<file path="src/rtl/decode_stage.sv">
// Registered instruction-decode stage: opcode decode, field extraction, valid/ready
// handshake, one-cycle load-use bubble and flush. Optional counters under DECODE_STATS_EN.
module decode_stage #(
  parameter int INSTR_W  = 16,
  parameter int OP_W     = 4,
  parameter int REG_AW   = 2,
  parameter int DATA_W   = 16,
  parameter bit SEXT_IMM = 1'b1
) (
  input  logic              clk,
  input  logic              rst_n,
  input  logic              flush,
  input  logic              in_valid,
  output logic              in_ready,
  input  logic [INSTR_W-1:0] in_instr,
  output logic              out_valid,
  input  logic              out_ready,
  output logic [OP_W-1:0]   out_opcode,
  output logic              out_reg_write,
  output logic              out_reg_dst,
  output logic              out_alu_src1,
  output logic              out_alu_src2,
  output logic              out_mem_write,
  output logic              out_mem_to_reg,
  output logic [2:0]        out_alu_op,
  output logic [REG_AW-1:0] out_rs_addr,
  output logic [REG_AW-1:0] out_rt_addr,
  output logic [REG_AW-1:0] out_rd_addr,
  output logic [DATA_W-1:0] out_imm,
  output logic              out_illegal,
  output logic              stall
`ifdef DECODE_STATS_EN
  ,
  output logic [31:0]       stat_decoded,
  output logic [31:0]       stat_stalls,
  output logic [15:0]       stat_illegal
`endif
);

  localparam int IMM_W = INSTR_W - OP_W - 2*REG_AW;

  typedef struct packed {
    logic       reg_dst;
    logic       reg_write;
    logic       alu_src1;
    logic       alu_src2;
    logic [2:0] alu_op;
    logic       mem_write;
    logic       mem_to_reg;
  } ctrl_t;

  logic [OP_W-1:0]   op;
  logic [REG_AW-1:0] rs, rt, rd;
  logic [IMM_W-1:0]  imm_raw;
  logic [DATA_W-1:0] imm_ext;

  assign op      = in_instr[INSTR_W-1 -: OP_W];
  assign rs      = in_instr[INSTR_W-OP_W-1 -: REG_AW];
  assign rt      = in_instr[INSTR_W-OP_W-REG_AW-1 -: REG_AW];
  assign rd      = in_instr[INSTR_W-OP_W-2*REG_AW-1 -: REG_AW];
  assign imm_raw = in_instr[IMM_W-1:0];

  generate
    if (SEXT_IMM) begin : g_sext
      assign imm_ext = DATA_W'($signed(imm_raw));
    end else begin : g_zext
      assign imm_ext = DATA_W'(imm_raw);
    end
  endgenerate

  ctrl_t dec_ctrl;
  logic  dec_rtype, dec_illegal;

  // NOTE: every output of a combinational block gets a default first, so no path can infer a latch.
  always_comb begin
    dec_ctrl    = '0;
    dec_rtype   = 1'b0;
    dec_illegal = 1'b0;
    case (op)
      OP_W'(4'h0): dec_ctrl = 9'b0_1_0_1_000_0_1;
      OP_W'(4'h1): dec_ctrl = 9'b1_0_0_1_000_1_0;
      OP_W'(4'h2): begin dec_ctrl = 9'b1_1_0_0_000_0_0; dec_rtype = 1'b1; end
      OP_W'(4'h3): dec_ctrl = 9'b0_1_0_1_000_0_0;
      OP_W'(4'h4): begin dec_ctrl = 9'b1_1_1_0_001_0_0; dec_rtype = 1'b1; end
      OP_W'(4'h5): begin dec_ctrl = 9'b1_1_0_0_010_0_0; dec_rtype = 1'b1; end
      OP_W'(4'h6): dec_ctrl = 9'b0_1_0_1_010_0_0;
      OP_W'(4'h7): begin dec_ctrl = 9'b1_1_0_0_011_0_0; dec_rtype = 1'b1; end
      OP_W'(4'h8): dec_ctrl = 9'b0_1_0_1_011_0_0;
      OP_W'(4'h9): dec_ctrl = 9'b0_1_0_1_100_0_0;
      OP_W'(4'hA): dec_ctrl = 9'b0_1_0_1_101_0_0;
      OP_W'(4'hB): begin dec_ctrl = 9'b0_0_0_0_110_0_0; dec_rtype = 1'b1; end
      OP_W'(4'hC): begin dec_ctrl = 9'b0_0_0_0_111_0_0; dec_rtype = 1'b1; end
      OP_W'(4'hD): begin dec_ctrl = 9'b1_1_1_0_010_0_0; dec_rtype = 1'b1; end
      default:     dec_illegal = 1'b1;
    endcase
  end

  // Load-use tracking: destination of the last load to leave, checked against the next instruction.
  logic              pend;
  logic [REG_AW-1:0] pend_dst;
  logic              reads_rt, uses, accept, load_leaving;

  assign reads_rt     = dec_rtype || (op == OP_W'(4'h1));
  assign uses         = (rs == pend_dst) || (reads_rt && (rt == pend_dst));
  assign stall        = pend && in_valid && uses;
  assign in_ready     = !flush && !stall && (!out_valid || out_ready);
  assign accept       = in_valid && in_ready;
  assign load_leaving = out_valid && out_ready && (out_opcode == '0) && !out_illegal;

  // NOTE: sequential state uses non-blocking assignments so every register samples pre-edge values.
  always_ff @(posedge clk) begin
    if (!rst_n) begin
      out_valid      <= 1'b0;
      out_opcode     <= '0;
      out_reg_write  <= 1'b0;
      out_reg_dst    <= 1'b0;
      out_alu_src1   <= 1'b0;
      out_alu_src2   <= 1'b0;
      out_mem_write  <= 1'b0;
      out_mem_to_reg <= 1'b0;
      out_alu_op     <= '0;
      out_rs_addr    <= '0;
      out_rt_addr    <= '0;
      out_rd_addr    <= '0;
      out_imm        <= '0;
      out_illegal    <= 1'b0;
    end else if (flush) begin
      out_valid <= 1'b0;
    end else if (accept) begin
      out_valid      <= 1'b1;
      out_opcode     <= op;
      out_reg_write  <= dec_ctrl.reg_write;
      out_reg_dst    <= dec_ctrl.reg_dst;
      out_alu_src1   <= dec_ctrl.alu_src1;
      out_alu_src2   <= dec_ctrl.alu_src2;
      out_mem_write  <= dec_ctrl.mem_write;
      out_mem_to_reg <= dec_ctrl.mem_to_reg;
      out_alu_op     <= dec_ctrl.alu_op;
      out_rs_addr    <= rs;
      out_rt_addr    <= rt;
      out_rd_addr    <= dec_rtype ? rd : '0;
      out_imm        <= (dec_rtype || dec_illegal) ? '0 : imm_ext;
      out_illegal    <= dec_illegal;
    end else if (out_ready) begin
      out_valid <= 1'b0;
    end
  end

  // A load leaving arms the hazard even when the same cycle would otherwise clear it.
  always_ff @(posedge clk) begin
    if (!rst_n) begin
      pend     <= 1'b0;
      pend_dst <= '0;
    end else if (flush) begin
      pend <= 1'b0;
    end else if (load_leaving) begin
      pend     <= 1'b1;
      pend_dst <= out_rt_addr;
    end else if (stall || accept || !in_valid) begin
      pend <= 1'b0;
    end
  end

`ifdef DECODE_STATS_EN
  always_ff @(posedge clk) begin
    if (!rst_n) begin
      stat_decoded <= '0;
      stat_stalls  <= '0;
      stat_illegal <= '0;
    end else begin
      if (accept)                stat_decoded <= stat_decoded + 32'd1;
      if (stall)                 stat_stalls  <= stat_stalls + 32'd1;
      if (accept && dec_illegal) stat_illegal <= stat_illegal + 16'd1;
    end
  end
`endif

endmodule
</file>
<file path="config.mk">
export PLATFORM = sky130hd
export DESIGN_NAME = decode_stage
export DESIGN_NICKNAME = d
export VERILOG_FILES = /design/src/rtl/decode_stage.sv
export SDC_FILE = /design/constraint.sdc
export NUM_CORES = 1
export LEC_CHECK = 0
export ABC_AREA = 1
export CORE_MARGIN = 2
export CORE_UTILIZATION = 49
export CTS_CLUSTER_DIAMETER = 200
export CTS_CLUSTER_SIZE = 10
export DETAILED_ROUTE_END_ITERATION = 8
export PLACE_DENSITY = 0.84
export SYNTH_ARGS = -nofsm -noshare
export SYNTH_HDL_FRONTEND = slang
export SYNTH_SLANG_ARGS = --single-unit
</file>
<file path="constraint.sdc">
create_clock -name clk -period 2.8 [get_ports clk]
set_input_delay 0.42 -clock clk [delete_from_list [all_inputs] [get_ports clk]]
set_output_delay 0.42 -clock clk [all_outputs]
set_load 0.1 [all_outputs]
</file>
# After elaboration in Yosys (flattened, before gate mapping)
# Index checks and enable logic that the tools add are counted.
# totals
mem_count	0
elab_cells	71
latchBits	0
inputBits	21
output_inout_bits	39
reg_bits	40
ramBits	0
romBits	0
# classes
n_bitwise	2
add_sub_neg	0
n_lt_le_gt_ge	0
shift	0
n_mux	9
mul	0
eq_ne	15
n_reduce_logical	29
div	0
# op_table
operator	count
9-bit case mux with 14 select lines	1
4-bit == test (second input constant)	6
4-bit by 3-bit == test with 1-bit output (second input constant)	4
16-bit two-way mux	1
14-bit OR reduction	1
1-bit logical AND	9
4-bit by 2-bit == test with 1-bit output (second input constant)	2
4-bit zero test	2
7-bit OR reduction	1
1-bit logical OR	6
1-bit two-way mux	6
1-bit zero test	5
2-bit == test	2
4-bit by 1-bit == test with 1-bit output (second input constant)	1
2-bit AND reduction	2
2-bit nonzero test	2
2-bit two-way mux	1
1-bit inverter	2
2-bit OR reduction	1

# Logic depth before layout (Yosys ltp)
# Gate-level depths: netlist of run 1.
# logic_depth
word_depth	15
mapped_depth	13
depth_no_buf	12

# Worst setup path after synthesis of run 1
# OpenSTA, ideal clock, no wires.
# synth_path
path_kind	input to output
startpoint	in in_instr[14]
endpoint	out in_ready
n_path_buf	1
slack_ps	-626
t_required_ps	2380
arrival_ps	3006
stages	10
path_cell_list	nor2_1 -> nor2_1 -> nand2_2 -> nand3_1 -> nand2_1 -> nand2_2 -> nand2_4 -> buf_2 -> inv_1 -> nor2_1
# synth_between
elab_chain_cells	10
word_cells_on_any_way	17
cone_classes	eq/ne: 8; mux: 1; reduce/logical: 8
# synth_lines
item	line_no	source
start: declaration	15	input logic [INSTR_W-1:0] in_instr,
4-bit == test (tied with other cells)	79	case (op)
7-bit OR reduction (no source line)	-	
1-bit two-way mux	79	
1-bit logical OR (*)	103	assign reads_rt = dec_rtype || (op == OP_W'(4'h1));
1-bit logical AND (*)	104	assign uses = (rs == pend_dst) || (reads_rt && (rt == pend_dst));
1-bit logical OR (*)	104	
1-bit logical AND (*)	105	assign stall = pend && in_valid && uses;
named net stall	31	output logic stall
1-bit zero test (*)	106	assign in_ready = !flush && !stall && (!out_valid || out_ready);
1-bit logical AND (*) (2 in a row)	106	
end: declaration	14	output logic in_ready,
# Mark *: on every way through the listed nets, which the timed path passes. The rest lies on a longest branch.

# Worst setup path after layout of run 1
# layout_path
startpoint	in in_instr[14]
endpoint	out in_ready
# layout_between
elab_chain_cells	10
word_cells_on_any_way	17
cone_classes	eq/ne: 8; mux: 1; reduce/logical: 8
# layout_lines
item	line_no
4-bit == test (tied with other cells)	79
7-bit OR reduction (no source line)	-
1-bit two-way mux	79
1-bit logical OR (*)	103
1-bit logical AND (*)	104
1-bit logical OR (*)	104
1-bit logical AND (*)	105
1-bit zero test (*)	106
1-bit logical AND (*) (2 in a row)	106
# Mark *: on every way between the ends. The rest lies on a longest branch, timed or not.

==> flow_summary.json, run 1 <==
{
  "final_hold_viol_count": 0,
  "nets": 367,
  "regMostFlops": "out_imm",
  "drv_slew": 0,
  "grt_pass1_vias": 1618,
  "first_pass_iters": 4,
  "viasPerCell": 4.67,
  "fp.dieW_um": 65.3,
  "cts.sinks": 32,
  "grt_max_degree": 42,
  "cts_buffer_depth": 2,
  "grt_overflow": 0,
  "tns_ns": 0,
  "required_ns": 2.38,
  "p_leak_nw": 1.31,
  "finalSetupViolations": 0,
  "root_buffer": "clkbuf_8",
  "die_y_um": 65.3,
  "initial_core_util_pct": 50.6,
  "grt_first_pass_wirelength_um": 7000,
  "htree_levels": 2,
  "postSynthAreaPerCell_um2": 6.23,
  "cts_tree": "built",
  "area_growth_pct": 32.2,
  "dp_hpwl_um": 3070,
  "min_path_type": "reg -> reg",
  "worstPathArrival_ns": 2.11,
  "core_um2": 3630,
  "top_regs": "out_imm: 8 flops, out_opcode: 4 flops, out_alu_op: 3 flops",
  "ios": 60,
  "drt_iter0_drc": 86,
  "cp_max_fo": 7,
  "fin_cells": 395,
  "yosysWarningCount": 0,
  "place_congestion": 0.923,
  "postCtsHoldBufs": 0,
  "cts_buffers": 5,
  "wirelength_um": 4160,
  "cp-end-kind": "primary output",
  "synth_sequential_area_ratio_pct": 34.8,
  "drc": 0,
  "clkTransAtPathRegs_ns": 0.07,
  "seq_power_share_pct": 34.6,
  "ir_worst_vdd_mv": 0.395,
  "synth_area_um2": 1840,
  "fin_crit_ns": 2.53,
  "pwr-share-clk_pct": 29.9,
  "skew_ns": 0.00621,
  "netlist_instances": 295,
  "yosys.cell_types.count": 24,
  "drive_above_1_share_pct": 21.3,
  "die-area_um2": 4260,
  "antenna_found_initial": 0,
  "p_per_area_nw_per_um2": 596,
  "comb_power_share_pct": 35.5,
  "relSlewSlack_pct": 52.6,
  "cts_resized": 0,
  "postRouteAntennaNets": 0,
  "placement.io_buffers": 59,
  "p_int_w": 0.000873,
  "worst_slew_pin_slew_ns": 0.709,
  "cts_setup_buffers": 0,
  "wl_per_cell_um": 10.5,
  "row_count": 22,
  "critical_path_class": "in -> out",
  "grt_usage_pct": 20.8,
  "timing.final.crit_share_pct": 90.4,
  "largest_reg_flops": 8,
  "swShare_pct": 39.8,
  "grt_setup_unrepaired": "no",
  "maxCapViolations": 0,
  "power_switching_w": 0.000577,
  "clock_latency_ns": 0.28,
  "clock.fmax_mhz": 395,
  "synth-seq-cells": 32,
  "num_vias": 1845,
  "synth_nets": 316,
  "cp-start-kind": "input pin",
  "antenna_cells": 0,
  "dpl.cell_count": 387,
  "status": "finished clean"
}
## synth_stat cells
master    count  area [um2]
a21boi_0      1        7.51
inv_2         4        15.0
buf_2         2        10.0
clkbuf_1      3        11.3
clkinv_1      2        7.51
nand4_1      19         119
buf_1         2        7.51
xor2_1        2        17.5
or2_2         2        12.5
o21ai_0       6        30.0
nor2_2        1        6.26
buf_6         3        33.8
a21oi_1       6        30.0
nand2_1      75         282
nand2_4       1        11.3
nand3_1       2        10.0
nor4_1        1        6.26
nand2_2      14        87.6
dfxtp_1      32         641
o211ai_1      2        15.0
buf_4         9        67.6
nor2_1       51         191
inv_1        54         203
nand3_4       1        17.5
## kinds of logic (layout without fill, tap and decap cells)
group / Yosys count / count (layout) / share of synthesized area [%]
simple gates: 167 / 167 / 40.4
buf+inv: 79 / 131 / 19.3
compound gates: 15 / 15 / 4.49
flops: 32 / 32 / 34.8
xor+xnor: 2 / 2 / 0.953
## power groups by stage
stage                     combinational (W)  sequential [W]  clock [W]
after floorplan                    0.000210        0.000711          0
after global placement             0.000510        0.000510          0
after detailed placement           0.000516        0.000511          0
after CTS                          0.000517        0.000502   0.000439
after global routing               0.000544        0.000505   0.000469
final                              0.000515        0.000501   0.000434
## path summary, 6_finish.rpt
check / startpoint / end / slack [ns] / cells after the start
max: in_instr[14] / in_ready / 0.27 / 12
min: pend_dst[0]$_SDFFE_PN0P_ / pend_dst[0]$_SDFFE_PN0P_ / 0.51 / 2
max reg2reg: pend_dst[0]$_SDFFE_PN0P_ / out_opcode[2]$_SDFFE_PN0P_ / 0.98 / 9
min reg2reg: pend_dst[0]$_SDFFE_PN0P_ / pend_dst[0]$_SDFFE_PN0P_ / 0.51 / 2
## layer usage
| metal | GRT usage [%] | share of wire, % | vias up |
|---|---|---|---|
| met2 | 35.3 | 48 | 62 |
| met3 | 4.79 | 6.6 | 7 |
| met4 | 8.59 | 1.4 | 0 |
| li1 | - | - | 977 |
| met5 | 0 | 0 | - |
| met1 | 25.1 | 44 | 799 |
## cell type report
cell class,instances,area (um2)
Clock buffer,6,72.6
Clock inverter,2,35.0
Fill cell,370,1200
Inverter,60,225
Multi-Input combinational cell,184,851
Sequential cell,32,641
Tap cell,48,60.1
Timing Repair Buffer,63,548
## per-stage QoR
stage	hold WS, ns	power [W]	cell area [um2]	util [%]	worst slack (ns)
6_report	0.508	0.00145	2430	66.9	0.269
5_1_grt	0.545	0.00152	2430	66.9	0.0967
4_1_cts	0.509	0.00146	2430	66.9	0.285
3_5_place_dp	0.498	0.00103	2320	64.0	0.271
3_3_place_gp	0.481	0.00102	2320	64.0	0.321
2_1_floorplan	0.467	0.000921	1850	-	0.130
## cell usage in the layout (no fill, tap or decap), types with 2 or more instances in the layout
master           synthesis  routed
nand2_1                 75      75
or2_2                    2       2
nor2_1                  51      50
inv_2                    4       4
a21oi_1                  6       6
clkinv_1                 2       2
xor2_1                   2       2
clkdlybuf4s50_1          0      20
buf_12                   0       2
dfxtp_1                 32      32
nand3_1                  2       2
nand2_2                 14      14
clkbuf_8                 0       5
inv_1                   54      54
o211ai_1                 2       2
o21ai_0                  6       6
buf_4                    9      41
nand4_1                 19      19
## critical path: stages
cell and delay, ns:
clkdlybuf4s50_1 0.53, nand2_1 0.14, clkinv_1 0.09, nor2_1 0.15, nand2_2 0.09, nand3_1 0.07, nand2_1 0.08, nand2_2 0.08
nand2_4 0.06, inv_1 0.17, nor2_4 0.05, buf_12 0.16
Note: power is estimated with default switching activity, not from simulation.
==> run 2, diff against run 1 <==
Settings changed: GPL_ROUTABILITY_DRIVEN set to 0, SLEW_MARGIN set to 20.
==> results of run 2 <==
No change in the layout: final DEF, timing and power equal those of run 1.
